`src/rtl/rv32_ctrl_pkg.sv`:
```
// Shared encodings for the RV32I multi-cycle control unit: FSM states, ISA opcodes,
// ALU operation codes and datapath mux selects.
package rv32_ctrl_pkg;

    typedef enum logic [3:0] {
        S_FETCH  = 4'd0,
        S_DECODE = 4'd1,
        S_MEMADR = 4'd2,
        S_MEMRD  = 4'd3,
        S_MEMWB  = 4'd4,
        S_MEMWR  = 4'd5,
        S_EXER   = 4'd6,
        S_EXEI   = 4'd7,
        S_ALUWB  = 4'd8,
        S_BRANCH = 4'd9,
        S_JAL    = 4'd10,
        S_JALR   = 4'd11,
        S_LUI    = 4'd12,
        S_AUIPC  = 4'd13,
        S_TRAP   = 4'd14
    } state_e;

    localparam logic [6:0] OP_LOAD   = 7'b0000011;
    localparam logic [6:0] OP_STORE  = 7'b0100011;
    localparam logic [6:0] OP_RTYPE  = 7'b0110011;
    localparam logic [6:0] OP_ITYPE  = 7'b0010011;
    localparam logic [6:0] OP_BRANCH = 7'b1100011;
    localparam logic [6:0] OP_JAL    = 7'b1101111;
    localparam logic [6:0] OP_JALR   = 7'b1100111;
    localparam logic [6:0] OP_LUI    = 7'b0110111;
    localparam logic [6:0] OP_AUIPC  = 7'b0010111;

    typedef enum logic [3:0] {
        ALU_ADD   = 4'd0,
        ALU_SUB   = 4'd1,
        ALU_AND   = 4'd2,
        ALU_OR    = 4'd3,
        ALU_XOR   = 4'd4,
        ALU_SLT   = 4'd5,
        ALU_SLTU  = 4'd6,
        ALU_SLL   = 4'd7,
        ALU_SRL   = 4'd8,
        ALU_SRA   = 4'd9,
        ALU_PASSB = 4'd10
    } alu_ctrl_e;

    typedef enum logic [2:0] {
        ALUOP_ADD,
        ALUOP_RTYPE,
        ALUOP_ITYPE,
        ALUOP_BRANCH,
        ALUOP_PASSB
    } alu_mode_e;

    localparam logic [1:0] SRCA_PC     = 2'd0;
    localparam logic [1:0] SRCA_OLDPC  = 2'd1;
    localparam logic [1:0] SRCA_RS1    = 2'd2;

    localparam logic [1:0] SRCB_RS2    = 2'd0;
    localparam logic [1:0] SRCB_IMM    = 2'd1;
    localparam logic [1:0] SRCB_FOUR   = 2'd2;

    localparam logic [1:0] RES_ALUOUT  = 2'd0;
    localparam logic [1:0] RES_MEMDATA = 2'd1;
    localparam logic [1:0] RES_ALURES  = 2'd2;

endpackage

```
`src/rtl/rv32_mc_ctrl_if.sv`:
```
// Controller <-> datapath bundle: instruction fields and memory handshake in,
// mux selects, enables and status out.
interface rv32_mc_ctrl_if #(
    parameter int INSTRET_W = 32
);
    logic [6:0]           opcode;
    logic [2:0]           funct3;
    logic                 funct7b5;
    logic                 alu_zero;
    logic                 mem_ready;
    logic                 mem_req;
    logic                 mem_write;
    logic                 adr_src;
    logic                 ir_write;
    logic                 pc_write;
    logic                 reg_write;
    logic [1:0]           alu_src_a;
    logic [1:0]           alu_src_b;
    logic [3:0]           alu_control;
    logic [1:0]           result_src;
    logic                 illegal;
    logic [INSTRET_W-1:0] instret;
    logic [3:0]           state_dbg;

    modport master (
        input  opcode, funct3, funct7b5, alu_zero, mem_ready,
        output mem_req, mem_write, adr_src, ir_write, pc_write, reg_write,
               alu_src_a, alu_src_b, alu_control, result_src, illegal, instret, state_dbg
    );

    modport slave (
        output opcode, funct3, funct7b5, alu_zero, mem_ready,
        input  mem_req, mem_write, adr_src, ir_write, pc_write, reg_write,
               alu_src_a, alu_src_b, alu_control, result_src, illegal, instret, state_dbg
    );
endinterface

```
`src/rtl/rv32_alu_dec.sv`:
```
// Combinational ALU operation decode from funct3/funct7b5, shared by the register,
// immediate and branch execute states.
module rv32_alu_dec
    import rv32_ctrl_pkg::*;
(
    input  alu_mode_e  mode_i,
    input  logic [2:0] funct3_i,
    input  logic       funct7b5_i,
    output logic [3:0] alu_control_o
);

    // funct7b5 selects SUB only for register ops; for immediates it only picks SRA.
    always_comb begin
        alu_control_o = ALU_ADD;
        case (mode_i)
            ALUOP_PASSB: alu_control_o = ALU_PASSB;
            ALUOP_BRANCH: begin
                case (funct3_i[2:1])
                    2'b10:   alu_control_o = ALU_SLT;
                    2'b11:   alu_control_o = ALU_SLTU;
                    default: alu_control_o = ALU_SUB;
                endcase
            end
            ALUOP_RTYPE, ALUOP_ITYPE: begin
                case (funct3_i)
                    3'b000:  alu_control_o = (mode_i == ALUOP_RTYPE && funct7b5_i) ? ALU_SUB : ALU_ADD;
                    3'b001:  alu_control_o = ALU_SLL;
                    3'b010:  alu_control_o = ALU_SLT;
                    3'b011:  alu_control_o = ALU_SLTU;
                    3'b100:  alu_control_o = ALU_XOR;
                    3'b101:  alu_control_o = funct7b5_i ? ALU_SRA : ALU_SRL;
                    3'b110:  alu_control_o = ALU_OR;
                    default: alu_control_o = ALU_AND;
                endcase
            end
            default: alu_control_o = ALU_ADD;
        endcase
    end

endmodule

```
`src/rtl/rv32_mc_ctrl.sv`:
```
// Multi-cycle RV32I control FSM: sequences fetch/decode/execute/memory/writeback over a
// shared datapath, counts retired instructions and traps on illegal opcodes.
module rv32_mc_ctrl
    import rv32_ctrl_pkg::*;
#(
    parameter int INSTRET_W      = 32,
    parameter bit RESET_PC_WRITE = 1'b0
) (
    input  logic          clk,
    input  logic          rst,
    rv32_mc_ctrl_if.master bus
);

    state_e               state_q, state_d;
    logic                 illegal_q;
    logic [INSTRET_W-1:0] instret_q;
    logic                 first_q;

    logic       memReq, memWrite, adrSrc, irWrite, pcWrite, regWrite, retire, taken;
    logic [1:0] aluSrcA, aluSrcB, resultSrc;
    logic [3:0] aluCtl;
    alu_mode_e  aluMode;

    rv32_alu_dec u_alu_dec (
        .mode_i       (aluMode),
        .funct3_i     (bus.funct3),
        .funct7b5_i   (bus.funct7b5),
        .alu_control_o(aluCtl)
    );

    // Branch outcome: beq/bge/bgeu take on a zero ALU result, the others on non-zero.
    assign taken = bus.alu_zero ^ (bus.funct3[0] ^ bus.funct3[2]);

    always_comb begin
        state_d   = state_q;
        memReq    = 1'b0;
        memWrite  = 1'b0;
        adrSrc    = 1'b0;
        irWrite   = 1'b0;
        pcWrite   = 1'b0;
        regWrite  = 1'b0;
        retire    = 1'b0;
        aluSrcA   = SRCA_PC;
        aluSrcB   = SRCB_RS2;
        resultSrc = RES_ALUOUT;
        aluMode   = ALUOP_ADD;
        case (state_q)
            S_FETCH: begin
                memReq    = 1'b1;
                aluSrcB   = SRCB_FOUR;
                resultSrc = RES_ALURES;
                irWrite   = bus.mem_ready;
                pcWrite   = bus.mem_ready;
                if (bus.mem_ready) state_d = S_DECODE;
            end
            S_DECODE: begin
                aluSrcA = SRCA_OLDPC;
                aluSrcB = SRCB_IMM;
                case (bus.opcode)
                    OP_LOAD, OP_STORE: state_d = S_MEMADR;
                    OP_RTYPE:          state_d = S_EXER;
                    OP_ITYPE:          state_d = S_EXEI;
                    OP_BRANCH:         state_d = S_BRANCH;
                    OP_JAL:            state_d = S_JAL;
                    OP_JALR:           state_d = S_JALR;
                    OP_LUI:            state_d = S_LUI;
                    OP_AUIPC:          state_d = S_AUIPC;
                    default:           state_d = S_TRAP;
                endcase
            end
            S_MEMADR: begin
                aluSrcA = SRCA_RS1;
                aluSrcB = SRCB_IMM;
                state_d = (bus.opcode == OP_LOAD) ? S_MEMRD : S_MEMWR;
            end
            S_MEMRD: begin
                memReq = 1'b1;
                adrSrc = 1'b1;
                if (bus.mem_ready) state_d = S_MEMWB;
            end
            S_MEMWB: begin
                resultSrc = RES_MEMDATA;
                regWrite  = 1'b1;
                retire    = 1'b1;
                state_d   = S_FETCH;
            end
            S_MEMWR: begin
                memReq   = 1'b1;
                memWrite = 1'b1;
                adrSrc   = 1'b1;
                if (bus.mem_ready) begin
                    retire  = 1'b1;
                    state_d = S_FETCH;
                end
            end
            S_EXER: begin
                aluSrcA = SRCA_RS1;
                aluSrcB = SRCB_RS2;
                aluMode = ALUOP_RTYPE;
                state_d = S_ALUWB;
            end
            S_EXEI: begin
                aluSrcA = SRCA_RS1;
                aluSrcB = SRCB_IMM;
                aluMode = ALUOP_ITYPE;
                state_d = S_ALUWB;
            end
            S_ALUWB: begin
                regWrite = 1'b1;
                retire   = 1'b1;
                state_d  = S_FETCH;
            end
            S_BRANCH: begin
                aluSrcA = SRCA_RS1;
                aluSrcB = SRCB_RS2;
                aluMode = ALUOP_BRANCH;
                if (bus.funct3[2:1] == 2'b01) begin
                    state_d = S_TRAP;
                end else begin
                    pcWrite = taken;
                    retire  = 1'b1;
                    state_d = S_FETCH;
                end
            end
            // PC takes the target already in ALUOut while the ALU forms oldPC+4 for the link.
            S_JAL: begin
                aluSrcA = SRCA_OLDPC;
                aluSrcB = SRCB_FOUR;
                pcWrite = 1'b1;
                state_d = S_ALUWB;
            end
            S_JALR: begin
                aluSrcA = SRCA_RS1;
                aluSrcB = SRCB_IMM;
                state_d = S_JAL;
            end
            S_LUI: begin
                aluSrcB = SRCB_IMM;
                aluMode = ALUOP_PASSB;
                state_d = S_ALUWB;
            end
            S_AUIPC: begin
                aluSrcA = SRCA_OLDPC;
                aluSrcB = SRCB_IMM;
                state_d = S_ALUWB;
            end
            S_TRAP:  state_d = S_TRAP;
            default: state_d = S_FETCH;
        endcase
        if (RESET_PC_WRITE && first_q) pcWrite = 1'b1;
    end

    always_ff @(posedge clk or negedge rst) begin
        if (!rst) begin
            state_q   <= S_FETCH;
            illegal_q <= 1'b0;
            instret_q <= '0;
            first_q   <= 1'b1;
        end else begin
            state_q <= state_d;
            first_q <= 1'b0;
            if (state_q == S_TRAP) illegal_q <= 1'b1;
            if (retire) instret_q <= instret_q + INSTRET_W'(1);
        end
    end

    // Reset forces every output low combinationally so a store in flight is cut the same cycle.
    assign bus.mem_req     = rst & memReq;
    assign bus.mem_write   = rst & memWrite;
    assign bus.adr_src     = rst & adrSrc;
    assign bus.ir_write    = rst & irWrite;
    assign bus.pc_write    = rst & pcWrite;
    assign bus.reg_write   = rst & regWrite;
    assign bus.alu_src_a   = {2{rst}} & aluSrcA;
    assign bus.alu_src_b   = {2{rst}} & aluSrcB;
    assign bus.alu_control = {4{rst}} & aluCtl;
    assign bus.result_src  = {2{rst}} & resultSrc;
    assign bus.illegal     = illegal_q;
    assign bus.instret     = instret_q;
    assign bus.state_dbg   = state_q;

endmodule
```
`src/flat_wrapper.sv`:
```
// flat-port wrapper written by rule: the top's interface ports become plain ports
module rv32_mc_ctrl_flat import rv32_ctrl_pkg::*;
#(
    parameter int INSTRET_W      = 32,
    parameter bit RESET_PC_WRITE = 1'b0
)
  (clk, rst, bus_opcode, bus_funct3, bus_funct7b5, bus_alu_zero, bus_mem_ready, bus_mem_req, bus_mem_write, bus_adr_src, bus_ir_write, bus_pc_write, bus_reg_write, bus_alu_src_a, bus_alu_src_b, bus_alu_control, bus_result_src, bus_illegal, bus_instret, bus_state_dbg);
  rv32_mc_ctrl_if #(.INSTRET_W(INSTRET_W)) bus_i ();
  input  logic clk;
  input  logic rst;
  input wire logic [$bits(bus_i.opcode)-1:0] bus_opcode;
  input wire logic [$bits(bus_i.funct3)-1:0] bus_funct3;
  input wire logic [$bits(bus_i.funct7b5)-1:0] bus_funct7b5;
  input wire logic [$bits(bus_i.alu_zero)-1:0] bus_alu_zero;
  input wire logic [$bits(bus_i.mem_ready)-1:0] bus_mem_ready;
  output wire logic [$bits(bus_i.mem_req)-1:0] bus_mem_req;
  output wire logic [$bits(bus_i.mem_write)-1:0] bus_mem_write;
  output wire logic [$bits(bus_i.adr_src)-1:0] bus_adr_src;
  output wire logic [$bits(bus_i.ir_write)-1:0] bus_ir_write;
  output wire logic [$bits(bus_i.pc_write)-1:0] bus_pc_write;
  output wire logic [$bits(bus_i.reg_write)-1:0] bus_reg_write;
  output wire logic [$bits(bus_i.alu_src_a)-1:0] bus_alu_src_a;
  output wire logic [$bits(bus_i.alu_src_b)-1:0] bus_alu_src_b;
  output wire logic [$bits(bus_i.alu_control)-1:0] bus_alu_control;
  output wire logic [$bits(bus_i.result_src)-1:0] bus_result_src;
  output wire logic [$bits(bus_i.illegal)-1:0] bus_illegal;
  output wire logic [$bits(bus_i.instret)-1:0] bus_instret;
  output wire logic [$bits(bus_i.state_dbg)-1:0] bus_state_dbg;
  assign bus_i.opcode = bus_opcode;
  assign bus_i.funct3 = bus_funct3;
  assign bus_i.funct7b5 = bus_funct7b5;
  assign bus_i.alu_zero = bus_alu_zero;
  assign bus_i.mem_ready = bus_mem_ready;
  assign bus_mem_req = bus_i.mem_req;
  assign bus_mem_write = bus_i.mem_write;
  assign bus_adr_src = bus_i.adr_src;
  assign bus_ir_write = bus_i.ir_write;
  assign bus_pc_write = bus_i.pc_write;
  assign bus_reg_write = bus_i.reg_write;
  assign bus_alu_src_a = bus_i.alu_src_a;
  assign bus_alu_src_b = bus_i.alu_src_b;
  assign bus_alu_control = bus_i.alu_control;
  assign bus_result_src = bus_i.result_src;
  assign bus_illegal = bus_i.illegal;
  assign bus_instret = bus_i.instret;
  assign bus_state_dbg = bus_i.state_dbg;
  rv32_mc_ctrl #(.INSTRET_W(INSTRET_W), .RESET_PC_WRITE(RESET_PC_WRITE)) u_core (.clk(clk), .rst(rst), .bus(bus_i));
endmodule
```
`config.mk`:
```
export PLATFORM = sky130hd
export DESIGN_NAME = rv32_mc_ctrl_flat
export DESIGN_NICKNAME = d
export VERILOG_FILES = /design/src/rtl/rv32_ctrl_pkg.sv /design/src/rtl/rv32_mc_ctrl_if.sv /design/src/rtl/rv32_alu_dec.sv /design/src/rtl/rv32_mc_ctrl.sv /design/src/flat_wrapper.sv
export SDC_FILE = /design/constraint.sdc
export NUM_CORES = 1
export LEC_CHECK = 0
export CORE_ASPECT_RATIO = 1.25
export CORE_MARGIN = 1
export CORE_UTILIZATION = 55
export DETAILED_ROUTE_END_ITERATION = 8
export DONT_BUFFER_PORTS = 1
export PLACE_DENSITY = 0.68
export SYNTH_ARGS = -nofsm -noshare
export SYNTH_HDL_FRONTEND = slang
export SYNTH_SLANG_ARGS = --single-unit
```
`constraint.sdc`:
```
create_clock -name clk -period 2.4 [get_ports clk]
set_clock_uncertainty 0.2 [all_clocks]
set_input_delay 0.24 -clock clk [delete_from_list [all_inputs] [get_ports clk]]
set_output_delay 0.24 -clock clk [all_outputs]
set_load 0.02 [all_outputs]
```
### Word level (Yosys, flattened, before mapping)

Index checks and enable logic that the tools add are counted.

| cells by class | value |
|---|---|
| $add $sub $neg | 1 |
| eq/ne operators | 39 |
| muxes and demuxes | 26 |
| bitwise gates (word level) | 12 |
| reduce and logical (&&, ||, !) cells | 14 |

Operators by type and width:

| operator | count |
|---|---|
| case mux 4 bit (9 select lines) | 1 |
| adder 32 x 1 -> 32 bit, second input constant | 1 |
| case mux 4 bit (8 select lines) | 1 |
| equality test 4 bit, second input constant | 7 |
| case mux 4 bit (7 select lines) | 1 |
| equality test 7 x 6 -> 1 bit, second input constant | 3 |
| equality test 7 bit, second input constant | 3 |
| equality test 4 x 3 -> 1 bit, second input constant | 4 |
| 2-to-1 mux 4 bit | 4 |
| equality test 7 x 5 -> 1 bit, second input constant | 2 |
| equality test 3 x 2 -> 1 bit, second input constant | 4 |
| equality test 3 bit, second input constant | 4 |
| case mux 2 bit (2 select lines) | 3 |
| case mux 3 bit (4 select lines) | 1 |
| case mux 4 bit (3 select lines) | 1 |
| 2-to-1 mux 1 bit | 10 |
| OR reduction 2 bit | 5 |
| OR reduction 5 bit | 2 |
| equality test 4 x 2 -> 1 bit, second input constant | 2 |
| equality test 7 x 2 -> 1 bit, second input constant | 1 |
| bitwise AND 1 bit | 6 |
| bitwise AND 2 bit | 3 |
| equality test 3 x 1 -> 1 bit, second input constant | 2 |
| != test 2 bit, second input constant | 3 |
| other kinds (14) | 18 |

| word-level totals | value |
|---|---|
| bits in registers | 37 |
| input bits | 15 |
| output and inout bits | 53 |
| logic and storage cells | 95 |

### Depth between registers and ports, before layout

Gate-level depths: netlist of run 1.

| logic depth | value |
|---|---|
| depth after elaboration | 8 |
| depth in mapped cells | 7 |
| gate-level depth less buffers | 5 |

### Cells and area by module

A second synthesis of run 1 with hierarchy kept.

| unflattened totals | value |
|---|---|
| cells, all modules | 279 |
| area total of the unflattened synthesis | 2521.2 um2 |

Modules (own cells, without submodules):

| module | instances | cells each | area each (um2) | sequential area each (um2) |
|---|---|---|---|---|
| rv32_mc_ctrl | 1 | 257 | 2384.8 | 925.9 |
| rv32_alu_dec | 1 | 22 | 136.4 | 0.0 |

### Least setup slack after synthesis of run 1

Ideal clock, no wire load.

| timing | value |
|---|---|
| kind | flip-flop to output port |
| start | register u_core.state_q[1], in the netlist u_core.bus.state_dbg[1] |
| end | output bus_pc_write |
| arrival | 2.235 ns |
| data required time | 1.960 ns |
| path slack | -0.275 ns |
| stages on the path, launching flop included | 7 |
| path buffers | 2 |
| path through | dfrtp_1 buf_2 clkbuf_1 nand2_1 nand2_1 a32oi_1 a2111oi_0 |

| on the way | value |
|---|---|
| longest elaborated chain between the ends | 3 |
| elaborated cells on any way between the ends | 5 |

RTL lines:

| what | line | text |
|---|---|---|
| start, declared | rv32_mc_ctrl.sv:14 | `state_e state_q, state_d;` |
| start signal, assigned | rv32_mc_ctrl.sv:160 | `state_q <= state_d;` |
| equality test 4 bit or logical NOT 4 bit (tied branches) | rv32_mc_ctrl.sv:47 | `case (state_q)` |
| case mux 1 bit (3 select lines) (*) | rv32_mc_ctrl.sv:47 |  |
| bitwise AND 1 bit (*) | rv32_mc_ctrl.sv:172 | `assign bus.pc_write = rst & pcWrite;` |
| end, declared | flat_wrapper.sv:20 | `output wire logic [$bits(bus_i.pc_write)-1:0] bus_pc_write;` |

Every way passes the cells marked *; elsewhere a longest branch is shown, timed or not.

### Worst setup path after layout of run 1

| timing | value |
|---|---|
| start | register u_core.state_q[3], in the netlist u_core.bus.state_dbg[3] |
| end | output bus_pc_write |

The elaborated chain is that of the path after synthesis.

==> summary.md, run 1 <==
| Metric | Value |
|---|---|
| Fraction of layout cells with a size suffix above 1 | between 10% and 20% |
| Actual slew at the worst max-slew pin | just over 0.5 ns |
| Ports | between 60 and 70 |
| Peak VDD IR | 0.635 mV |
| Vias/cell | 5.94 |
| CTS tree | done |
| Setup-failing EPs final | 0 |
| Clock network fraction of total power | between 10% and 20% |
| TritonCTS Sinks | 37 |
| Gate count after technology mapping | 260 |
| DR WL/cell | approximately 16 um |
| Number of global-route vias before repair | roughly 1,900 |
| Worst slew margin | between 60% and 70% |
| Via Count | 2,025 |
| Skew-Pair Late Insertion Delay | around 0.29 ns |
| Crit path time final | between 2 and 2.5 ns |
| PortBufs | 0 |
| Post-Syn Nets | between 200 and 300 |
| Switching share of power | between 40% and 50% |
| Power Internal | roughly 1.4 mW |
| Worst setup EP type | primary output |
| Status | finished, final reports clean |
| Tcrit/Tclk final | between 90% and 100% |
| Routed WL | 5380 um |
| Die X | slightly above 60 um |
| CTS clk-pin slew, worst paths | about 0.080 ns |
| Antenna viol nets, final | 0 |
| Largest net degree at the start of global routing | 38 |
| Worst Setup Start Kind | register |
| Most used DFF post-synth | dfrtp_1 |
| Placed Cells | ~330 |
| GP Congestion | ~0.84 |
| EDFF count, synth | 0 |
| Top delay family on crit path | compound AO/OA/AOI/OAI gates |
| Nets@finish | 300 |
| Maximum buffer depth of the clock tree | 2 |
| Final Hold Viols | 0 |
| Slowest-stage cell, CP | dfrtp_1 |
| Final worst slack | about 0.086 ns |
| Total Power | around 2.5 mW |
| Root Driver | clkbuf_8 |
| First-pass GRT wire length | around 8500 um |
| Initial Util | roughly 58% |
| Max-slew violations | 0 |
| CP peak stage delay | just under 0.4 ns |
| Kind of critical path | reg -> out |
| Library cells used by synthesis | 50 |
| Initial antenna violation count | 0 |
| Number of remaining DRC errors | 0 |
| Post-route insts no fill | approximately 340 |
| Post-Route Utilization | roughly 66% |
| Max cap viols | 0 |
| Combinational power share | between 40% and 50% |
| Num CTS Buffers | 5 |
| Synth async-reset ratio | 100% |
| Area Growth Syn to Fin | 15.3% |
| Antenna cells | 0 |
| Power density over the cells | between 900 and 1000 nW/um2 |
| Mean Syn Cell Area | between 9 and 10 um2 |
| Post-DP HPWL | ~3800 um |
| Number of DRC markers in iteration 0 | 85 |
| Sequential share of the synthesized area | between 30% and 40% |
| Crit path arrival time | 1.87 ns |
| Synthesized cell area | 2360 um2 |
| Total GRT Usage | about a quarter |
| Core area | 4100 um2 |
| Fmax | 0.432 GHz |
| Worst path bufs/invs | 2 |
| Rows | 26 |
| Lkg Pwr | 1.14 nW |
| Cell repeated most along the worst path | buf_4 |
| Sw power | approximately 1.1 mW |
| Pre-CTS WS | 0.178 ns |
| Hold Path Class | in -> reg |
| Die area | 4560 um2 |
| Die Height | between 70 and 80 um |
| Seq pwr share | approximately a third |
| Max FO, Critical Path | 6 |
| DRT Pass-1 Iters | 6 |
| YS warnings | 0 |
| Remaining Overflow, GRT | 0 |
| #FFs+latches synth | 37 |
| H-tree depth | 2 |
| Crit-path cells | buf_4, and4bb_4, a32oi_1, a2111oi_2, buf_4 |
| WP data required | ~2 ns |
## power groups by stage
| stage | sequential, mW | clock [mW] | combinational [mW] |
|---|---|---|---|
| 6_report | 0.853 | 0.449 | 1.24 |
| 5_1_grt | 0.865 | 0.494 | 1.36 |
| 4_1_cts | 0.853 | 0.462 | 1.22 |
| 3_5_place_dp | 0.864 | 0 | 1.20 |
| 3_3_place_gp | 0.865 | 0 | 1.19 |
| 2_1_floorplan | 0.905 | 0 | 0.842 |
## routing by layer
layer / GRT usage (%) / vias to the layer above / part of all wire, %
li1: - / 981 / -
met4: 8.84 / 0 / 1.9
met2: 44.2 / 61 / 51
met5: 0 / - / 0
met1: 28.3 / 972 / 41
met3: 7.22 / 11 / 5.7
## final cells by class
type / count / area [um2]
tap: 56 / 70.1
multi-input combinational: 206 / 1380
timing repair buffer: 29 / 235
fill: 326 / 1380
clock inverter: 2 / 13.8
inverter: 5 / 18.8
sequential: 37 / 926
clock buffer: 6 / 82.6
## kinds of logic (layout without fill, tap and decap cells)
kind of cell | count (synthesis) | after routing | synth area share [%]
flip-flops | 37 | 37 | 39.2
adder cells (fa/ha/maj) | 1 | 1 | 0.530
AND/OR/NAND/NOR | 126 | 126 | 30.5
XOR/XNOR | 37 | 37 | 13.7
AO/OA/AOI/OAI | 40 | 40 | 12.0
multiplexers | 2 | 2 | 0.953
buffers and inverters | 17 | 42 | 3.07
## cell usage in the layout, fill, tap and decap left out, types with 5 or more instances in the layout
master / n
dfrtp_1: 37
xnor2_1: 33
nand2_1: 28
buf_4: 26
nor2_1: 20
nand3_1: 15
nand4_1: 13
a21oi_1: 12
and3_1: 10
nor3_1: 10
o21ai_0: 8
clkbuf_8: 6
inv_1: 5
and4_1: 5
## synthesized netlist by cell type (2+ instances only)
cell type | n | area share (%)
xor2_1 | 4 | 1.5
nor3_1 | 10 | 2.1
nand4_1 | 13 | 3.4
nor3_4 | 2 | 1.4
nor2b_1 | 5 | 1.3
clkbuf_1 | 8 | 1.3
o31a_1 | 2 | 0.74
nor2_1 | 20 | 3.2
xnor2_1 | 33 | 12
o21ai_0 | 8 | 1.7
o211ai_1 | 3 | 0.95
nand2b_1 | 4 | 1.1
buf_4 | 2 | 0.64
nand2_1 | 28 | 4.4
mux2_2 | 2 | 0.95
nand3_1 | 15 | 3.2
a21oi_1 | 12 | 2.5
o31ai_1 | 2 | 0.64
nand3b_1 | 3 | 0.95
dfrtp_1 | 37 | 39
and4_1 | 5 | 1.9
and3_1 | 10 | 2.6
inv_1 | 5 | 0.79
## registers in the layout (all words and copies together), names as in the netlist
register              cells
u_core.bus.illegal        1
u_core.bus.state_dbg      4
u_core.bus.instret       32
## worst paths after layout
path	slack, ns	from	depth (start not counted)	end
min reg2reg	0.42	u_core.bus.instret[31]$_DFFE_PN0P_	1	u_core.bus.instret[31]$_DFFE_PN0P_
min	0.009	bus_mem_ready	3	u_core.bus.state_dbg[0]$_DFFE_PN0P_
max in group asynchronous	1.61	rst	2	u_core.bus.instret[24]$_DFFE_PN0P_
max reg2reg	0.13	u_core.bus.state_dbg[2]$_DFFE_PN0P_	6	u_core.bus.instret[25]$_DFFE_PN0P_
max	0.09	u_core.bus.state_dbg[3]$_DFFE_PN0P_	5	bus_pc_write
min in group asynchronous	0.20	rst	2	u_core.bus.state_dbg[1]$_DFFE_PN0P_
## timing repair
action                                 CTS  global route
endpoints found under the hold margin   39             0
buffers inserted                         0             2
hold buffers                             3             0
resized for setup                        0             3
setup endpoints to repair                0             3
## worst min-delay path, stage by stage
cell and delay [ns]:
nor2_1 0.07, a211o_1 0.10, a21oi_1 0.05
## stage by stage
| step | cell area (um2) | hold slack, ns | setup TNS [ns] |
|---|---|---|---|
| 4_1_cts | 2700 | 0.00909 | 0 |
| 3_5_place_dp | 2560 | -0.255 | 0 |
| 6_report | 2720 | 0.00859 | 0 |
| 3_3_place_gp | 2560 | -0.255 | 0 |
| 2_1_floorplan | 2370 | -0.256 | 0 |
| 5_1_grt | 2720 | 0.0233 | -0.00149 |
Power figures use the tool's default switching activity.
==> inputs of run 2 (changes only) <==
--- a/config.mk
+++ b/config.mk
@@ -10,6 +10,7 @@
 export CORE_UTILIZATION = 55
 export DETAILED_ROUTE_END_ITERATION = 8
 export DONT_BUFFER_PORTS = 1
+export GPL_ROUTABILITY_DRIVEN = 1
 export PLACE_DENSITY = 0.68
 export SYNTH_ARGS = -nofsm -noshare
 export SYNTH_HDL_FRONTEND = slang
==> results of run 2 <==
The final DEF is identical to that of run 1; final timing and power are the same.
